<file path="src/rtl/plru_array.sv">
// plru_array: per-set tree pseudo-LRU replacement state for an N-way
// set-associative cache. Owns the MRU update and victim selection so the
// datapath only issues "touch way W of set S" and "which way to evict in set S".
//
// Ports:
//   clk0       clock
//   rst0       synchronous active-high reset
//   rd_csb     active-low lookup select; registers rd_addr / rd_valid
//   rd_addr    lookup set index
//   rd_valid   per-way valid bits of the looked-up set
//   rd_state   tree bits of the registered lookup set (forwarded if a touch
//              to the same set is in flight)
//   rd_victim  way to replace: lowest invalid way, else the tree victim
//   tc_csb     active-low touch select; registers tc_addr / tc_way
//   tc_addr    touched set index
//   tc_way     way to mark most-recently-used
//
// Tree bits are in heap order: node 0 is the root, node i has children
// 2i+1 and 2i+2. A node bit of 0 steers the victim walk to the lower-way
// subtree, 1 to the upper-way subtree.
module plru_array #(
    parameter int unsigned S_INDEX = 4,
    parameter int unsigned WAYS    = 4
) (
    input  logic                       clk0,
    input  logic                       rst0,
    input  logic                       rd_csb,
    input  logic [S_INDEX-1:0]         rd_addr,
    input  logic [WAYS-1:0]            rd_valid,
    output logic [WAYS-2:0]            rd_state,
    output logic [$clog2(WAYS)-1:0]    rd_victim,
    input  logic                       tc_csb,
    input  logic [S_INDEX-1:0]         tc_addr,
    input  logic [$clog2(WAYS)-1:0]    tc_way
);

    localparam int unsigned NUM_SETS = 2 ** S_INDEX;
    localparam int unsigned LOG_WAYS = $clog2(WAYS);
    localparam int unsigned WIDTH    = WAYS - 1;

    // Heap index of the node visited at a given tree level on the way's path.
    function automatic int path_node(input int level, input logic [LOG_WAYS-1:0] way);
        return ((1 << level) - 1) + (int'(32'(way)) >> (int'(LOG_WAYS) - level));
    endfunction

    // Way-index bit that selects the branch taken at a given tree level.
    function automatic logic way_bit(input int level, input logic [LOG_WAYS-1:0] way);
        return ((int'(32'(way)) >> (int'(LOG_WAYS) - 1 - level)) & 1) != 0;
    endfunction

    logic [WIDTH-1:0]    state_mem [NUM_SETS];

    logic [S_INDEX-1:0]  rd_addr_reg;
    logic [WAYS-1:0]     rd_valid_reg;

    logic                tc_pend;
    logic [S_INDEX-1:0]  tc_addr_reg;
    logic [LOG_WAYS-1:0] tc_way_reg;

    logic [WIDTH-1:0]    tc_old_state;
    logic [WIDTH-1:0]    tc_new_state;
    logic [WIDTH-1:0]    rd_eff_state;
    logic                fwd_hit;
    logic                inv_found;
    logic [LOG_WAYS-1:0] inv_way;
    logic [LOG_WAYS-1:0] tree_victim;

    // Lookup registers: capture set and valid mask on a selected edge.
    always_ff @(posedge clk0) begin
        if (rst0) begin
            rd_addr_reg  <= '0;
            rd_valid_reg <= '1;
        end else if (!rd_csb) begin
            rd_addr_reg  <= rd_addr;
            rd_valid_reg <= rd_valid;
        end
    end

    // Touch registers: the pending flag marks a read-modify-write in flight.
    always_ff @(posedge clk0) begin
        if (rst0) begin
            tc_pend     <= 1'b0;
            tc_addr_reg <= '0;
            tc_way_reg  <= '0;
        end else begin
            tc_pend <= !tc_csb;
            if (!tc_csb) begin
                tc_addr_reg <= tc_addr;
                tc_way_reg  <= tc_way;
            end
        end
    end

    // State array: write-back of the pending touch; reset discards it.
    always_ff @(posedge clk0) begin
        if (rst0) begin
            for (int s = 0; s < int'(NUM_SETS); s++) begin
                state_mem[s] <= '0;
            end
        end else if (tc_pend) begin
            state_mem[tc_addr_reg] <= tc_new_state;
        end
    end

    // MRU update: every node on the touched way's path points away from it.
    always_comb begin
        tc_old_state = state_mem[tc_addr_reg];
        tc_new_state = tc_old_state;
        for (int l = 0; l < int'(LOG_WAYS); l++) begin
            for (int i = 0; i < int'(WIDTH); i++) begin
                if (i == path_node(l, tc_way_reg)) begin
                    tc_new_state[i] = ~way_bit(l, tc_way_reg);
                end
            end
        end
    end

    // Same-set forwarding so a lookup never sees a stale state.
    always_comb begin
        fwd_hit      = tc_pend && (tc_addr_reg == rd_addr_reg);
        rd_eff_state = fwd_hit ? tc_new_state : state_mem[rd_addr_reg];
    end

    // Lowest-index invalid way; scanning downward leaves the lowest one.
    always_comb begin
        inv_found = 1'b0;
        inv_way   = '0;
        for (int w = int'(WAYS) - 1; w >= 0; w--) begin
            if (!rd_valid_reg[w]) begin
                inv_found = 1'b1;
                inv_way   = LOG_WAYS'(w);
            end
        end
    end

    // Tree walk from the root; the leaf heap index minus WIDTH is the way.
    always_comb begin
        int  node_i;
        logic node_bit;
        node_i   = 0;
        node_bit = 1'b0;
        for (int l = 0; l < int'(LOG_WAYS); l++) begin
            node_bit = 1'b0;
            for (int i = 0; i < int'(WIDTH); i++) begin
                if (i == node_i) begin
                    node_bit = rd_eff_state[i];
                end
            end
            node_i = 2 * node_i + 1 + (node_bit ? 1 : 0);
        end
        tree_victim = LOG_WAYS'(node_i - int'(WIDTH));
    end

    // Outputs.
    always_comb begin
        rd_state  = rd_eff_state;
        rd_victim = inv_found ? inv_way : tree_victim;
    end

endmodule
</file>
<file path="config.mk">
export PLATFORM = sky130hd
export DESIGN_NAME = plru_array
export DESIGN_NICKNAME = d
export VERILOG_FILES = /design/src/rtl/plru_array.sv
export SDC_FILE = /design/constraint.sdc
export NUM_CORES = 1
export LEC_CHECK = 0
export ABC_AREA = 1
export BUFFER_PORTS_ARGS = -buffer_cell sky130_fd_sc_hd__buf_2
export CAP_MARGIN = 10
export CORE_UTILIZATION = 54
export DETAILED_ROUTE_END_ITERATION = 10
export GPL_TIMING_DRIVEN = 1
export HOLD_SLACK_MARGIN = 0.08
export PLACE_DENSITY = 0.79
export RECOVER_POWER = 100
export SLEW_MARGIN = 25
export SYNTH_ARGS = -nofsm -noshare
export SYNTH_HDL_FRONTEND = slang
export SYNTH_SLANG_ARGS = --single-unit
</file>
<file path="constraint.sdc">
create_clock -name clk0 -period 1.58 [get_ports clk0]
set_clock_uncertainty 0.2 [all_clocks]
set_input_delay 0.316 -clock clk0 [delete_from_list [all_inputs] [get_ports clk0]]
set_output_delay 0.316 -clock clk0 [all_outputs]
set_load 0.02 [all_outputs]
</file>
Word level (Yosys, flattened, before mapping) --
Memories as Yosys holds them, arrays and structs flattened. A register that Yosys moved wholly into a read port is not among the register bits. Cells that the tools add are included.
Storage, ports and cells: output and inout bits 5, bits in registers 15, input port bits 18, memories kept 1, word-level logic and storage cells 53, memory bits (writable) 48
Cells by class: equal/unequal tests 5, $add $sub $neg 5, reductions and logical operators 5, muxes and demuxes 30, bitwise logic cells 2
Memory list:
- state_mem | depth 16, bits a word 3, rd ports 2, clocked after memory_dff 2, write ports 16, RTL line 51 | logic [WIDTH-1:0] state_mem [NUM_SETS];
Operator list (count):
- $logic_not A32 Y1 | 2
- $eq A2 B32 Y1 const A | 1
- $mux W4 | 5
- $mux W1 | 18
- $mux W2 | 5
- $mux W3 | 2
- $add A1 B1 Y2 const A | 2
- $eq A2 B2 Y1 const A | 2
- $eq A4 B4 Y1 | 1
- $reduce_or A3 Y1 | 1
- $add A2 B1 Y2 | 1
- $add A2 B1 Y2 const B | 1
- $eq A1 B2 Y1 const A | 1
- $not A1 Y1 | 2
- $sub A2 B2 Y2 const B | 1
- $logic_and A1 B1 Y1 | 1
- $logic_not A1 Y1 | 1

Longest topological paths before layout --
Gate-level depths: netlist of run 1.
word-level depth 14, mapped depth 14, mapped depth without buffers 12

Least setup slack after synthesis of run 1 --
OpenSTA, ideal clock, no wires.
path kind reg-to-output, start reg with a tool-made name, end out rd_victim[0], setup slack -0.322 ns, data arrival time 1.386 ns, cell stages (with the launch flop) 15, data required time 1.064 ns, path buffers 2, path through dfxtp_1 > buf_6 > inv_4 > buf_6 > nand2_1 > nand2_1 > nand2_1 > nand3_1 > nand3_1 > nand2_1 > nand2_1 > nand2_2 > nand3_1 > nand3_1 > nand2_1
RTL lines:
- end: declaration | RTL line 31 | output logic [$clog2(WAYS)-1:0] rd_victim,

==> results of run 1 <==
[cell type report]
cell class,instances,area (um2)
multi-input combinational,320,1950
sequential,71,1910
fill,316,1060
timing repair buffer,108,1000
clock buffer,13,224
inverter,23,111
tap,77,96.3
clock inverter,3,23.8
[Yosys cell counts (5+ instances only)]
cell type / instances / area share, %
a21oi_1: 7 / 0.98
buf_6: 7 / 2.2
clkbuf_1: 6 / 0.63
dfxtp_1: 23 / 13
edfxtp_1: 48 / 40
inv_1: 19 / 2.0
nand2_1: 120 / 13
nand2_2: 5 / 0.87
nand3_1: 47 / 6.6
nor2_1: 78 / 8.2
nor2_2: 13 / 2.3
o211ai_1: 6 / 1.3
o21ai_0: 25 / 3.5
[power by group]
group | switching [mW] | internal, mW | total, mW
registers | 0.0843 | 2.07 | 2.15
clock network | 0.766 | 0.960 | 1.73
logic | 0.687 | 0.484 | 1.17
[what timing repair did]
item                                   4_1_cts  5_1_grt
gates resized for setup                     46      129
pin swaps                                   25       25
buffers inserted                             6        8
endpoints found under the hold margin       12        0
hold buffers                                12        0
cloned                                       3        1
setup endpoints to repair                   72      101
[worst max-delay path, cell delays in order (launching register included)]
cell	delay (ns)
dfxtp_4	0.46
buf_8	0.14
nor2_1	0.05
nor2_1	0.09
o21ai_0	0.15
nand3_1	0.16
nand3_1	0.16
nand2_2	0.16
nand2_2	0.08
nand3_2	0.07
nand3_2	0.09
nand2_4	0.08
buf_6	0.11
[cell families after synthesis]
logic type	after synthesis	share of synthesized area, %
AO/OA/AOI/OAI	44	6.62
XOR/XNOR	1	0.244
buffers and inverters	42	7.32
flip-flops	71	53.0
AND/OR/NAND/NOR	274	32.8
[final timing paths]
check / from / end / slack [ns]
setup / recovery: flop / rd_victim[0] / -1.10
hold / removal: tc_addr[0] / tc_addr_reg[0]$_SDFFE_PP0N_ / 0.09
setup reg to reg: flop / state_mem[9][1]$_SDFFCE_PN0P_ / -0.50
hold reg to reg: tc_way_reg[0]$_SDFFE_PP0N_ / tc_way_reg[0]$_SDFFE_PP0N_ / 0.33
[layer usage]
layer | vias up | GRT usage [%] | share of wire (%)
met5 | - | 0 | 0
met4 | 0 | 20.6 | 8.1
met3 | 106 | 5.74 | 11
met2 | 314 | 55.4 | 46
met1 | 1743 | 40.7 | 35
li1 | 1635 | - | -
[per-stage QoR]
step	hold WS, ns	setup TNS [ns]	instances	setup WS [ns]	area (um2)
finish	0.0933	-40.18	615	-1.10	5320
global route	0.112	-44.83	615	-1.15	5320
CTS	0.0857	-12.46	608	-0.859	4830
detailed placement	0.275	-14.89	571	-0.576	4190
global placement	0.264	-11.32	571	-0.526	4190
floorplan	0.183	-2.90	432	-0.278	3660
[placed cells by master, fill, tap and decap left out, types with 2 or more instances in the layout]
cell           instances
o21ai_0               23
a21oi_1                6
nand3_2               24
inv_1                 15
nor2_4                13
clkinv_4               2
nor3_4                 4
nand3_1               26
clkbuf_1               2
nand2_2               43
nand2_8                3
buf_4                 43
dlygate4sd3_1         12
o211ai_1               6
nor2_2                20
edfxtp_1              48
nand2_4               15
dfxtp_2                3
buf_12                 5
dfxtp_1               18
nor2_1                58
inv_2                  5
buf_6                 25
buf_8                  2
nand2_1               67
o21ai_1                6
clkbuf_8               9
dfxtp_4                2
buf_2                 15
clkbuf_16              5
==> flow_summary.json, run 1 <==
{
  "status": "finished, violations left",
  "failed_checks": "negative setup slack",
  "syn_avg_cell_area_um2": 8.31,
  "grt-ovfl-total": 0,
  "startpoint_type": "flop",
  "start_util_pct": 56.2,
  "vias": 3798,
  "ys_types": 28,
  "period_share_pct": 170,
  "tightest_slew_ns": 0.592,
  "cts_tree": "yes",
  "drv_cap": 0,
  "leakagePower_nw": 2.28,
  "first_global_vias": 3575,
  "cp.arrival_ns": 2.16,
  "portBuffers": 22,
  "antenna_found_initial": 0,
  "fin_crit_ns": 2.68,
  "async_flop_share_pct": 0,
  "num_io_pins": 23,
  "dr.pass1.iters": 5,
  "track_usage_pct": 33.4,
  "power_mw": 5.05,
  "utilization_pct": 83.4,
  "cts_buffers": 9,
  "crit_path_end_kind": "output port",
  "layout.nets": 551,
  "setup_viol": 103,
  "p_per_area_mw_per_mm2": 948,
  "ant_nets": 0,
  "num_rows": 29,
  "die_width_um": 83.5,
  "grt_pass1_wl_um": 17600,
  "gp_congestion": 0.970,
  "finalWorstSetupSlack_ns": -1.10,
  "rsz0062_at_grt": "true",
  "synth_nets": 450,
  "synth_ff_type": "edfxtp_1",
  "place_hpwl_um": 7200,
  "critical_path_class": "flop to output port",
  "peakVddDrop_v": 0.000991,
  "min_path_type": "primary input to flop",
  "worst-path-max-fanout": 6,
  "drc_errors": 0,
  "fmax_mhz": 373,
  "drive_gt1_share_pct": 45.9,
  "cts_max_level": 3,
  "coreArea_mm2": 0.00639,
  "synth-seq-area-share_pct": 53.0,
  "wl_per_cell_um": 21.6,
  "hold_viol_final": 0,
  "vias_per_cell": 6.18,
  "ys.warnings.count": 0,
  "diodes": 0,
  "clockBufferDepth": 2,
  "die_h_um": 83.5,
  "area_delta_synth_final_pct": 48.4,
  "cts_sinks": 71,
  "worstPathRequired_ns": 1.06,
  "drtIter0Drc": 510,
  "rr_worst_depth": 12,
  "synth_area_mm2": 0.00359,
  "clkLatencyLatePin_ns": 0.37,
  "root_buffer": "clkbuf_8",
  "maxSlewViolCount": 0,
  "min_path_cells": 3,
  "grt_max_degree": 31,
  "synth_edf_count": 48,
  "clkTransAtPathRegs_ns": 0.09,
  "wirelength_um": 13300,
  "synthCells": 432,
  "dieArea_mm2": 0.00698,
  "slew_headroom_pct": 60.5,
  "ys_ff_latch": 71
}
(Power assumes the default switching activity.)
==> run 2: changes to the inputs <==
--- a/config.mk
+++ b/config.mk
@@ -12,7 +12,7 @@
 export DETAILED_ROUTE_END_ITERATION = 10
 export GPL_TIMING_DRIVEN = 1
 export HOLD_SLACK_MARGIN = 0.08
-export PLACE_DENSITY = 0.79
+export PLACE_DENSITY = 0.75
 export RECOVER_POWER = 100
 export SLEW_MARGIN = 25
 export SYNTH_ARGS = -nofsm -noshare
==> run 2 against run 1 <==
  * The run still ends with negative setup slack left
  * Flip-flop and latch count unchanged
  * Cell area rose by 0.38%
  * Total power is 1.3% lower
  * Core utilization rose by 0.31 points
  * Critical path type unchanged
  * Critical endpoint unchanged
  * Largest power group unchanged
==> flow_summary.json, run 2 (synthesis results as in run 1) <==
{
  "startpoint_type": "flop",
  "diodes": 0,
  "rr_worst_depth": 13,
  "fin_area_mm2": 0.00534,
  "critical_path_class": "flop to output port",
  "wirelength_um": 13700,
  "fin_crit_ns": 2.66,
  "hold_viol_final": 0,
  "grt-ovfl-total": 0,
  "cts_tree": "yes",
  "num_io_pins": 23,
  "rsz0062_at_grt": "true",
  "cts_sinks": 71,
  "min_path_cells": 3,
  "fin_hold_ws_ns": 0.0823,
  "period_share_pct": 168,
  "drive_gt1_share_pct": 47.3,
  "first_global_vias": 3636,
  "maxSlewViolCount": 0,
  "cts_max_level": 3,
  "crit_path_end_kind": "output port",
  "antenna_found_initial": 0,
  "gp_congestion": 0.948,
  "worst-path-max-fanout": 10,
  "final_cell_mix": "nand2_1 (68), nor2_1 (57), edfxtp_1 (48)",
  "wl_per_cell_um": 22.6,
  "cp.arrival_ns": 2.14,
  "tightest_slew_ns": 0.495,
  "start_util_pct": 56.2,
  "clkTransAtPathRegs_ns": 0.09,
  "dieArea_mm2": 0.00698,
  "clkLatencyLatePin_ns": 0.38,
  "slew_headroom_pct": 67.0,
  "p_per_area_mw_per_mm2": 932,
  "place_area_mm2": 0.00420,
  "failed_checks": "negative setup slack",
  "min_path_type": "primary input to flop",
  "fin_tns_setup_ns": -22.81,
  "setup_viol": 55,
  "utilization_pct": 83.7,
  "drc_errors": 0,
  "final_common_cell": "nand2_1",
  "status": "finished, violations left",
  "area_delta_synth_final_pct": 48.9,
  "dr.pass1.iters": 8,
  "clockBufferDepth": 2,
  "coreArea_mm2": 0.00639,
  "worstPathRequired_ns": 1.06,
  "drv_cap": 0,
  "die_h_um": 83.5,
  "vias": 3895,
  "root_buffer": "clkbuf_8",
  "num_rows": 29,
  "layout.nets": 544,
  "portBuffers": 22,
  "leakagePower_nw": 2.31,
  "ant_nets": 0,
  "track_usage_pct": 35.1,
  "place_hpwl_um": 6790,
  "fmax_mhz": 376,
  "peakVddDrop_v": 0.000747,
  "grt_max_degree": 31,
  "grt_pass1_wl_um": 18500,
  "cts_buffers": 9,
  "finalWorstSetupSlack_ns": -1.08,
  "r2r_setup_slack_ns": -0.62,
  "die_width_um": 83.5,
  "drtIter0Drc": 500,
  "vias_per_cell": 6.41
}
run 2: cell count changes in the layout (fill, tap and decap cells not counted), sizes merged:
cell         delta
inv             +3
dlygate4sd3     -2
clkbuf          -3
clkinv          -1
buf             -4
run 2: power breakdown:
group          leakage (nW)  switching (mW)  internal [mW]  total, mW
clock                 0.112           0.794          0.780       1.57
combinational          1.51           0.736          0.517       1.25
sequential            0.692          0.0858           2.07       2.15
total                  2.31            1.62           3.37       4.98
run 2: cell type report:
| type | instances | area [um2] |
|---|---|---|
| multi-input combinational | 320 | 2010 |
| sequential | 71 | 1910 |
| fill | 282 | 1040 |
| timing repair buffer | 101 | 977 |
| clock buffer | 11 | 174 |
| inverter | 23 | 129 |
| tap | 77 | 96.3 |
| clock inverter | 5 | 38.8 |
run 2: layer usage:
metal / global-route usage, % / share of wire [%] / vias up / wire length (um)
met3: 7.72 / 12 / 131 / 1640
met1: 41.3 / 33 / 1808 / 4460
li1: - / - / 1622 / -
met2: 58.8 / 47 / 334 / 6390
met5: 0 / 0 / - / 0
met4: 21.0 / 8.9 / 0 / 1220
run 2: path summary, 6_finish.rpt:
path,from,end
worst max-delay path,flop,rd_victim[0]
worst min-delay path,tc_addr[0],tc_addr_reg[0]$_SDFFE_PP0N_
worst min register to register,tc_way_reg[0]$_SDFFE_PP0N_,tc_way_reg[0]$_SDFFE_PP0N_
worst max register to register,flop,state_mem[3][2]$_SDFFCE_PN0P_
run 2: worst max-delay path, stage by stage, from the launching register on:
cell and delay (ns):
dfxtp_4 0.37, buf_12 0.13, buf_16 0.14, o21ai_0 0.30, o211ai_1 0.15, nand3_1 0.11
nand2_1 0.08, nand2_2 0.11, nand3_2 0.11, nand3_2 0.10, nand2_4 0.05, buf_6 0.12
run 2: what timing repair did:
action	CTS	global route
gates cloned	5	0
endpoints found under the hold margin	11	0
pin swaps	17	34
setup endpoints to repair	63	94
hold buffers	12	0
resized for setup	54	136
buffers inserted	13	6
run 2: stage by stage:
| stage | total power [mW] | worst slack, ns | instances |
|---|---|---|---|
| 2_1_floorplan | 2.66 | -0.278 | 432 |
| 3_3_place_gp | 2.94 | -0.515 | 568 |
| 3_5_place_dp | 2.96 | -0.545 | 568 |
| 4_1_cts | 4.72 | -0.839 | 612 |
| 5_1_grt | 5.09 | -1.07 | 608 |
| 6_report | 4.98 | -1.08 | 608 |
